<file path="src/rtl/ball_motion.sv">
// Breakout ball physics: steps the ball on a divided tick, reflects it off
// the walls, the paddle and a single row of bricks, and tracks live bricks.
module ball_motion #(
    parameter int H_RES     = 640,
    parameter int V_RES     = 480,
    parameter int BALL_SIZE = 8,
    parameter int PADDLE_Y  = 440,
    parameter int PADDLE_W  = 64,
    parameter int N_BLOCKS  = 10,
    parameter int BLOCK_W   = 64,
    parameter int BLOCK_Y   = 32,
    parameter int BLOCK_H   = 16,
    parameter int STEP_DIV  = 416667
) (
    input  logic                clock,
    input  logic                reset,
    input  logic                start,
    input  logic [9:0]          paddle_x,
    output logic [9:0]          ball_x,
    output logic [9:0]          ball_y,
    output logic [N_BLOCKS-1:0] blocks_alive,
    output logic                hit_block,
    output logic                endgame_ball,
    output logic                all_clear,
    output logic                moving
);

    localparam logic [9:0]  X_MAX     = 10'(H_RES - BALL_SIZE);
    localparam logic [9:0]  Y_MAX     = 10'(V_RES - BALL_SIZE);
    localparam logic [9:0]  P_MAX     = 10'(H_RES - PADDLE_W);
    localparam logic [9:0]  SERVE_Y   = 10'(PADDLE_Y - BALL_SIZE);
    localparam logic [10:0] BRICK_BOT = 11'(BLOCK_Y + BLOCK_H);
    localparam logic [10:0] BRICK_TOP = 11'(BLOCK_Y);
    localparam logic [10:0] PAD_TOP   = 11'(PADDLE_Y);
    localparam int          IDX_SH    = $clog2(BLOCK_W);
    localparam int          CW        = (STEP_DIV > 1) ? $clog2(STEP_DIV) : 1;
    localparam logic [CW-1:0] CNT_LAST = CW'(STEP_DIV - 1);

    typedef enum logic [1:0] {IDLE, RUN, LOST, WIN} state_t;

    state_t              state_q, state_d;
    logic [9:0]          x_q, x_d;
    logic [9:0]          y_q, y_d;
    logic                dx_neg_q, dx_neg_d;   // 1: moving left
    logic                dy_up_q, dy_up_d;     // 1: moving up
    logic [CW-1:0]       cnt_q, cnt_d;
    logic [N_BLOCKS-1:0] blocks_q, blocks_d;
    logic                hit_q, hit_d;

    logic [9:0]          paddle_c;
    logic [10:0]         serve_sum;
    logic [10:0]         serve_raw;
    logic [9:0]          serve_x;
    logic [10:0]         centre;
    logic [10:0]         brick_idx;
    logic [N_BLOCKS-1:0] brick_sel;
    logic                brick_face;
    logic                brick_hit;
    logic                paddle_hit;
    logic                tick;
    logic [N_BLOCKS-1:0] blocks_left;

    // Clamp the paddle and derive the serve position in 11-bit arithmetic.
    always_comb begin
        paddle_c  = (paddle_x > P_MAX) ? P_MAX : paddle_x;
        serve_sum = {1'b0, paddle_c} + 11'(PADDLE_W / 2);
        if (serve_sum < 11'(BALL_SIZE / 2)) begin
            serve_raw = '0;
        end else begin
            serve_raw = serve_sum - 11'(BALL_SIZE / 2);
        end
        serve_x = (serve_raw > {1'b0, X_MAX}) ? X_MAX : serve_raw[9:0];
    end

    // Collision detection against the brick row and the paddle.
    always_comb begin
        centre     = {1'b0, x_q} + 11'(BALL_SIZE / 2);
        brick_idx  = centre >> IDX_SH;
        brick_sel  = '0;
        for (int unsigned i = 0; i < N_BLOCKS; i++) begin
            brick_sel[i] = (brick_idx == 11'(i));
        end
        brick_face = (dy_up_q && ({1'b0, y_q} == BRICK_BOT)) ||
                     (!dy_up_q && (({1'b0, y_q} + 11'(BALL_SIZE)) == BRICK_TOP));
        brick_hit  = brick_face && (|(brick_sel & blocks_q));
        paddle_hit = !dy_up_q &&
                     (({1'b0, y_q} + 11'(BALL_SIZE)) == PAD_TOP) &&
                     (({1'b0, x_q} + 11'(BALL_SIZE)) > {1'b0, paddle_c}) &&
                     ({1'b0, x_q} < ({1'b0, paddle_c} + 11'(PADDLE_W)));
        tick        = (cnt_q == CNT_LAST);
        blocks_left = blocks_q & ~brick_sel;
    end

    // Next-state, motion and brick bookkeeping.
    always_comb begin
        state_d  = state_q;
        x_d      = x_q;
        y_d      = y_q;
        dx_neg_d = dx_neg_q;
        dy_up_d  = dy_up_q;
        cnt_d    = cnt_q;
        blocks_d = blocks_q;
        hit_d    = 1'b0;
        case (state_q)
            IDLE: begin
                x_d      = serve_x;
                y_d      = SERVE_Y;
                dx_neg_d = 1'b0;
                dy_up_d  = 1'b1;
                cnt_d    = '0;
                if (start) begin
                    state_d = RUN;
                end
            end
            RUN: begin
                if (tick) begin
                    cnt_d = '0;
                    // X axis: a reflection holds position for this tick
                    if (x_q == '0 && dx_neg_q) begin
                        dx_neg_d = 1'b0;
                    end else if (x_q == X_MAX && !dx_neg_q) begin
                        dx_neg_d = 1'b1;
                    end else begin
                        x_d = dx_neg_q ? (x_q - 10'd1) : (x_q + 10'd1);
                    end
                    // Y axis in priority order; a loss freezes both axes
                    if (!dy_up_q && y_q == Y_MAX) begin
                        state_d  = LOST;
                        x_d      = x_q;
                        dx_neg_d = dx_neg_q;
                    end else if (paddle_hit) begin
                        dy_up_d = 1'b1;
                    end else if (brick_hit) begin
                        blocks_d = blocks_left;
                        dy_up_d  = !dy_up_q;
                        hit_d    = 1'b1;
                        if (blocks_left == '0) begin
                            state_d = WIN;
                        end
                    end else if (dy_up_q && y_q == '0) begin
                        dy_up_d = 1'b0;
                    end else begin
                        y_d = dy_up_q ? (y_q - 10'd1) : (y_q + 10'd1);
                    end
                end else begin
                    cnt_d = cnt_q + CW'(1);
                end
            end
            LOST: begin
                if (!start) begin
                    state_d = IDLE;
                end
            end
            WIN: begin
            end
            default: state_d = IDLE;
        endcase
    end

    // State registers with synchronous reset to the serve position.
    always_ff @(posedge clock) begin
        if (reset) begin
            state_q  <= IDLE;
            x_q      <= serve_x;
            y_q      <= SERVE_Y;
            dx_neg_q <= 1'b0;
            dy_up_q  <= 1'b1;
            cnt_q    <= '0;
            blocks_q <= '1;
            hit_q    <= 1'b0;
        end else begin
            state_q  <= state_d;
            x_q      <= x_d;
            y_q      <= y_d;
            dx_neg_q <= dx_neg_d;
            dy_up_q  <= dy_up_d;
            cnt_q    <= cnt_d;
            blocks_q <= blocks_d;
            hit_q    <= hit_d;
        end
    end

    assign ball_x       = x_q;
    assign ball_y       = y_q;
    assign blocks_alive = blocks_q;
    assign hit_block    = hit_q;
    assign endgame_ball = (state_q == LOST);
    assign all_clear    = (state_q == WIN);
    assign moving       = (state_q == RUN);

endmodule

</file>
<file path="config.mk">
export PLATFORM = sky130hd
export DESIGN_NAME = ball_motion
export DESIGN_NICKNAME = d
export VERILOG_FILES = /design/src/rtl/ball_motion.sv
export SDC_FILE = /design/constraint.sdc
export NUM_CORES = 1
export LEC_CHECK = 0
export BUFFER_PORTS_ARGS = -buffer_cell sky130_fd_sc_hd__buf_2
export CAP_MARGIN = 20
export CORE_MARGIN = 3
export CORE_UTILIZATION = 50
export DETAILED_ROUTE_END_ITERATION = 10
export PLACE_DENSITY = 0.76
export SETUP_SLACK_MARGIN = 0.02
export SYNTH_ARGS = -nofsm -noshare
export SYNTH_HDL_FRONTEND = slang
export SYNTH_SLANG_ARGS = --single-unit
</file>
<file path="constraint.sdc">
create_clock -name clock -period 5.15 [get_ports clock]
set_input_delay 0.515 -clock clock [delete_from_list [all_inputs] [get_ports clock]]
set_output_delay 0.515 -clock clock [all_outputs]
set_load 0.05 [all_outputs]
</file>
Yosys cells after proc, flatten, opt, wreduce, memory -nomap -nowiden
Cells that the tools add are included.

Add/subtract/negate cells: 11. Order comparisons: 5. Eq/ne operators: 34. Multiplexer cells: 39. Bitwise logic cells: 7. Reduce and logical (&&, ||, !) cells: 29.

Operators by type and width (count): 2-to-1 mux 10 bit (14); case mux 10 bit (2 select lines) (2); case mux 19 bit (2 select lines) (1); zero test 10 bit (3); adder 10 x 4 -> 11 bit (second input constant) (2); adder 10 x 1 -> 10 bit (second input constant) (2); AND 10 bit (2); == test 5 x 3 -> 1 bit (second input constant) (4); subtractor 10 x 1 -> 10 bit (second input constant) (2); adder 19 x 1 -> 19 bit (second input constant) (1); == test 19 bit (second input constant) (1); 2-to-1 mux 19 bit (1); 2-to-1 mux 2 bit (7); inequality test 2 bit (second input constant) (6); adder 10 x 3 -> 11 bit (second input constant) (1); adder 10 x 6 -> 11 bit (second input constant) (1); adder 10 x 7 -> 11 bit (second input constant) (1); == test 11 x 6 -> 1 bit (second input constant) (1); == test 11 x 9 -> 1 bit (second input constant) (1); > comparator 11 x 10 -> 1 bit (1); > comparator 11 x 10 -> 1 bit (second input constant) (1); zero test 11 bit (1); less-than comparator 10 x 11 -> 1 bit (1); less-than comparator 11 x 3 -> 1 bit (second input constant) (1); 33 further kinds (67).

Flip-flop bits (word level): 54. Input bits: 13. Output and inout bits: 34. Logic and storage cells: 133.

Depth between registers and ports, before layout
Gate-level depths: netlist of the first run.

Depth after elaboration: 11. Gate-level depth with buffers: 16. Gate-level depth less buffers: 15.

Worst setup path after synthesis of the first run
OpenSTA, ideal clock, no wires.

Kind: input-to-reg. Start: input port paddle_x[4]. End: register y_q[1], in the netlist ball_y[1]. Setup time: 0.137 ns. Arrival time: 4.321 ns. Required time: 5.013 ns. Path slack: 0.692 ns. Cell stages on the path: 16. Path buffers: 1. Cells stage by stage: or3_1 o41a_1 o31ai_2 nand2b_1 ha_1 xor2_1 ha_1 a2111oi_0 o21ai_0 o211a_1 a2111oi_1 or4b_4 nor3_4 buf_6 nand4b_1 o221ai_1.

Word-level cells in the longest chain between the ends: 7. Elaborated cells on any way between the ends: 9. Those cells by class: add/sub: 1; order compare: 3; eq/ne: 1; mux: 1; reduce/logical: 3.

RTL lines: start: declaration (line 18) `input logic [9:0] paddle_x,`; > comparator 10 bit (line 65) `paddle_c = (paddle_x > P_MAX) ? P_MAX : paddle_x;`; 2-to-1 mux 10 bit (*) (line 65); adder 10 x 7 -> 11 bit or > comparator 11 x 10 -> 1 bit (tied branches) (line 89, 88); less-than comparator 10 x 11 -> 1 bit or logical AND 1 bit (tied branches) (line 89, 87); logical AND 1 bit (*) (line 88) `(({1'b0, x_q} + 11'(BALL_SIZE)) > {1'b0, paddle_c}) &&`; inequality test 2 bit (no line) (*); AND reduction 6 bit (no line) (*); end signal: assignment (line 174) `y_q <= y_d;`; end: declaration (line 43) `logic [9:0] y_q, y_d;`.

Every way passes the cells marked *; elsewhere a longest branch is shown, timed or not. A chain may end at the register's enable or synchronous reset.

Worst setup path after layout of the first run
Start: input port paddle_x[4]. End: register y_q[5], in the netlist ball_y[5].

Same word-level chain as after synthesis.

==> flow_metrics.tcl, run 1 <==
set metrics [dict create \
    dieHeight_um 105.3 \
    hold_violations 0 \
    clkSlewWorstSetupHoldPaths_ns 0.11 \
    synth_area_leaders "dfxtp_1 18%, ha_1 11%, edfxtp_1 6.1%" \
    htreeDepth 2 \
    setup_viol 0 \
    vias 4763 \
    die_w_um 105.3 \
    period_share_pct 87.05 \
    hp-class "in2reg" \
    root_buffer "clkbuf_8" \
    gp_congestion 0.8819 \
    slew_headroom_pct 35.13 \
    ys_warn_count 0 \
    critPathRequiredTime_ns 5.31 \
    status "complete, no violations" \
    cts_inserted_buffers 5 \
    grt_pass1_wl_um 21080 \
    period_needed_ns 4.483 \
    mappedNetlistNets 679 \
    io_buffers 46 \
    ys_seq_area_share_pct 23.94 \
    drive_gt1_share_pct 12.81 \
    coreArea_mm2 0.009415 \
    die-area_mm2 0.01109 \
    drc_errors 0 \
    antenna_found_initial 0 \
    irDropWorstVdd_mv 0.1807 \
    fmax_mhz 223.1 \
    synth_top_cell_area_share_pct 17.85 \
    antenna_left 0 \
    layout.cells.non_filler 777 \
    fp-row-count 35 \
    cts_hold_buf 0 \
    grt_start_max_net_pins 58 \
    crit_fanout 18 \
    avgSynthCellArea_um2 7.932 \
    netlist_area_mm2 0.004933 \
    layout.nets 704 \
    grtUsageTotal_pct 22.36 \
    via_per_inst 6.130 \
    synth_top_area_cell "dfxtp_1" \
    p_per_area_mw_per_mm2 215.1 \
    dpl.cell_count 769 \
    maxSlewViolCount 0 \
    synth-seq-cells 54 \
    drtPass1Iterations 5 \
    cts_buffer_depth 2 \
    cts_tree "built" \
    routed_wl_um 12510 \
    ios 47 \
    path_class "in2reg" \
    cp-end-kind "flop" \
    tns_ns 0 \
    tightestPinTransition_ns 0.9730 \
    grt-ovfl-total 0 \
    start_util_pct 52.40 \
    cts_sinks 54 \
    n_antenna_cell 0 \
    arrival_ns 4.64 \
    num-fill-cells 890 \
    ctsResizeCount 0 \
    initialDrtViolationCount 371 \
    p_leak_nw 2.039 \
    synth_flop_cell "dfxtp_1" \
    synth_edf_count 10 \
    syn_to_final_growth_pct 6.771 \
    cts_setup_buffers 0 \
    rsz0062_at_grt "false" \
    clk_latency_ns 0.32 \
    synthCells 622 \
    cap_viol_max_count 0 \
    async_reset_ff_share_pct 0 \
    synthTopCellsByCount "54 x nor2_1, 47 x a21oi_1, 46 x nand2_1" \
    grt_pass1_vias 4366 \
    synth_most_common_cell "nor2_1" \
    wl_per_cell_um 16.10 \
    dpl.hpwl_um 9117 \
    fin_skew_ns 0.02018 \
    critPathLaunchType "input port" \
    synth_cell_types 86 \
]
[flip-flops by register name, summed over array words and instances (netlist names)]
signal and flops:
dx_neg_q 1, ball_x 10, dy_up_q 1, blocks_alive 10, hit_block 1, ball_y 10
cnt_q 19, state_q 2
[cell usage in the layout, fill, tap and decap left out, drive strengths merged, types with 19 or more instances in the layout]
cell and count:
xor2 19, a21oi 47, inv 29, nand2 49, nand3 24, nor2 54
ha 42, buf 50, dfxtp 44, o21ai 39
[power breakdown]
group / internal (mW) / leakage (nW) / switching, mW
sequential: 0.448 / 0.460 / 0.0447
clock: 0.112 / 0.0521 / 0.149
combinational: 0.137 / 1.53 / 0.243
[layer usage]
| metal | routed length (um) | track usage, % | up-vias |
|---|---|---|---|
| met5 | 0 | 0 | - |
| met4 | 97 | 4.499 | 0 |
| met3 | 571 | 2.878 | 12 |
| met2 | 5975 | 36.98 | 139 |
| met1 | 5863 | 31.25 | 2251 |
| li1 | - | - | 2361 |
[layout make-up]
cell class	count	area (um^2)	area share [%]
inverter	27	101.3	1.924
tap	129	161.4	3.064
timing repair buffer	50	260.3	4.941
clock buffer	6	82.58	1.568
multi-input combinational	509	3466	65.80
clock inverter	2	15.01	0.2850
sequential	54	1181	22.42
[logic make-up after synthesis]
family | share of synthesized area, %
flip-flops | 23.94
AND/OR/NAND/NOR | 29.19
XOR/XNOR | 6.011
adder cells (fa/ha/maj) | 11.46
buffers and inverters | 5.808
AO/OA/AOI/OAI | 22.75
multiplexers | 0.8369
[per-stage QoR]
step / power (mW) / util, % / hold WS (ns) / worst slack (ns) / instance area (um^2)
2_1_floorplan: 0.7883 / - / 0.4663 / 0.6918 / 4933
6_report: 1.133 / 55.95 / 0.4637 / 0.6667 / 5268
4_1_cts: 1.131 / 55.95 / 0.4677 / 0.7380 / 5268
3_5_place_dp: 0.8758 / 54.91 / 0.4999 / 0.4199 / 5170
5_1_grt: 1.198 / 55.95 / 0.4960 / 0.4952 / 5268
3_3_place_gp: 0.8669 / 54.91 / 0.4832 / 0.5825 / 5170
[worst paths after layout]
kind	start	endpoint	slack (ns)	cells after the start
min	start	state_q[0]	0.46	3
max	paddle_x[4]	ball_y[5]	0.67	16
min reg2reg	cnt_q[18]	cnt_q[18]	0.51	2
max reg2reg	ball_x[5]	ball_y[5]	0.94	12
[critical path: stages]
cell and delay, ns:
buf_2 0.12, or3_1 0.44, o41a_1 0.37, o31ai_2 0.24
nand2b_1 0.20, ha_1 0.26, xor2_1 0.17, ha_1 0.31
a2111oi_0 0.35, o21ai_0 0.16, o211a_1 0.29, a2111oi_1 0.49
or4b_4 0.23, nor3_4 0.09, nor4b_1 0.32, a311oi_1 0.09
(Power assumes the default switching activity.)
==> inputs of run 2 (changes only) <==
- PLACE_DENSITY: 0.76 -> 0.73
==> run 2 against run 1 <==
Setup slack worse by 0.063 ns; clock power up 2%; power grew 1.2%; fmax decreased by 1.4%; sequential cell count stayed put; cell count is the same; core utilization unchanged; first-iteration DRC count shrank 9.4%; clock skew is 0.011 ns lower; register-to-register slack got worse by 0.04 ns; critical endpoint is now ball_y[8]; sequential share of layout area stayed put.
==> flow_metrics.tcl, run 2 (synthesis gave the netlist of run 1 again) <==
set metrics [dict create \
    grt_pass1_wl_um 21710 \
    fp-row-count 35 \
    syn_to_final_growth_pct 6.771 \
    critPathRequiredTime_ns 5.29 \
    wl_per_cell_um 16.38 \
    n_antenna_cell 0 \
    fmax_mhz 220.0 \
    ios 47 \
    cts_setup_buffers 0 \
    arrival_ns 4.69 \
    swShare_pct 39.06 \
    combPwrFrac_pct 34.3 \
    p_leak_nw 2.038 \
    setup_viol 0 \
    via_per_inst 6.140 \
    period_share_pct 88.28 \
    ctsResizeCount 0 \
    hold_violations 0 \
    maxSlewViolCount 0 \
    critPathLaunchType "input port" \
    cts_tree "built" \
    dpl.hpwl_um 9377 \
    cap_viol_max_count 0 \
    dieHeight_um 105.3 \
    tightestPinTransition_ns 0.9788 \
    intPower_uw 698.9 \
    layout_commonest_cell "nor2_1" \
    root_buffer "clkbuf_8" \
    die_w_um 105.3 \
    antenna_found_initial 0 \
    layout.nets 704 \
    largest_register "cnt_q" \
    gp_congestion 0.9546 \
    grt-ovfl-total 0 \
    rsz0062_at_grt "false" \
    cts_buffer_depth 2 \
    drtPass1Iterations 5 \
    cts_inserted_buffers 5 \
    layout.cells.non_filler 777 \
    start_util_pct 52.40 \
    fin_skew_ns 0.009455 \
    die-area_mm2 0.01109 \
    tns_ns 0 \
    crit_fanout 18 \
    antenna_left 0 \
    largest_reg_flops 19 \
    hp-class "in2reg" \
    final_cell_mix "54 x nor2_1, 47 x a21oi_1, 46 x nand2_1, 46 x buf_2, 44 x dfxtp_1" \
    irDropWorstVdd_mv 0.1472 \
    cts_sinks 54 \
    grt_pass1_vias 4647 \
    sequentialPowerShare_pct 42.5 \
    regArea_mm2 0.001181 \
    routed_wl_um 12730 \
    cp-end-kind "flop" \
    coreArea_mm2 0.009415 \
    io_buffers 46 \
    p_clk_share_pct 23.2 \
    drc_errors 0 \
    dpl.cell_count 769 \
    initialDrtViolationCount 336 \
    vias 4771 \
    status "complete, no violations" \
    clkSlewWorstSetupHoldPaths_ns 0.11 \
    grt_start_max_net_pins 58 \
    path_class "in2reg" \
    num-fill-cells 886 \
    p_sw_uw 448.0 \
    p_per_area_mw_per_mm2 217.7 \
    cts_hold_buf 0 \
    clk_latency_ns 0.32 \
    grtUsageTotal_pct 23.10 \
    period_needed_ns 4.546 \
    slew_headroom_pct 34.75 \
    htreeDepth 2 \
    multiInputGateArea_mm2 0.003466 \
    drive_gt1_share_pct 12.81 \
]
run 2: cell counts in the layout (fill, tap and decap cells not counted):
No cell type changed its count.
run 2: cell type report:
cell class	instances	share of cell area (%)
clock buffer	6	1.568
clock inverter	2	0.2850
inverter	27	1.924
sequential	54	22.42
multi-input combinational	509	65.80
tap	129	3.064
timing repair buffer	50	4.941
run 2: metrics by stage:
stage	util, %	setup slack (ns)	total power, mW	cell area, um^2	hold slack, ns
floorplan	-	0.6918	0.7883	4933	0.4663
global placement	54.91	0.5698	0.8702	5170	0.4889
detailed placement	54.91	0.3409	0.8830	5170	0.5044
CTS	55.95	0.6738	1.144	5268	0.4697
global route	55.95	0.3803	1.208	5268	0.5028
finish	55.95	0.6038	1.147	5268	0.4696
run 2: worst max-delay path, cell delays in order:
cell       delay [ns]
buf_2            0.12
or3_1            0.43
o41a_1           0.36
o31ai_2          0.22
nand2b_1         0.18
ha_1             0.26
xor2_1           0.17
ha_1             0.31
a2111oi_0        0.38
o21ai_0          0.16
o211a_1          0.28
a2111oi_1        0.53
or4b_4           0.24
nor3_4           0.08
nor4b_1          0.33
a311oi_1         0.10
run 2: final timing paths:
kind              cells past startpoint             from         endpoint  slack (ns)
setup / recovery                     16      paddle_x[4]        ball_y[8]        0.60
hold / removal                        3            start       state_q[0]        0.47
setup reg to reg                     12        ball_x[4]        ball_y[8]        0.90
hold reg to reg                       2  blocks_alive[9]  blocks_alive[9]        0.52
run 2: power by group through the flow:
stage | Sequential, mW | Clock (mW) | Combinational [mW]
2_1_floorplan | 0.518 | 0 | 0.270
3_3_place_gp | 0.495 | 0 | 0.376
3_5_place_dp | 0.496 | 0 | 0.387
4_1_cts | 0.486 | 0.269 | 0.389
5_1_grt | 0.490 | 0.283 | 0.435
6_report | 0.488 | 0.266 | 0.393
run 2: routing by layer:
layer | global-route usage, % | wire length [um] | vias to the layer above
li1 | - | - | 2367
met1 | 31.52 | 5987 | 2247
met2 | 38.21 | 5943 | 139
met3 | 2.939 | 625 | 18
met4 | 6.654 | 168 | 0
met5 | 0 | 0 | -
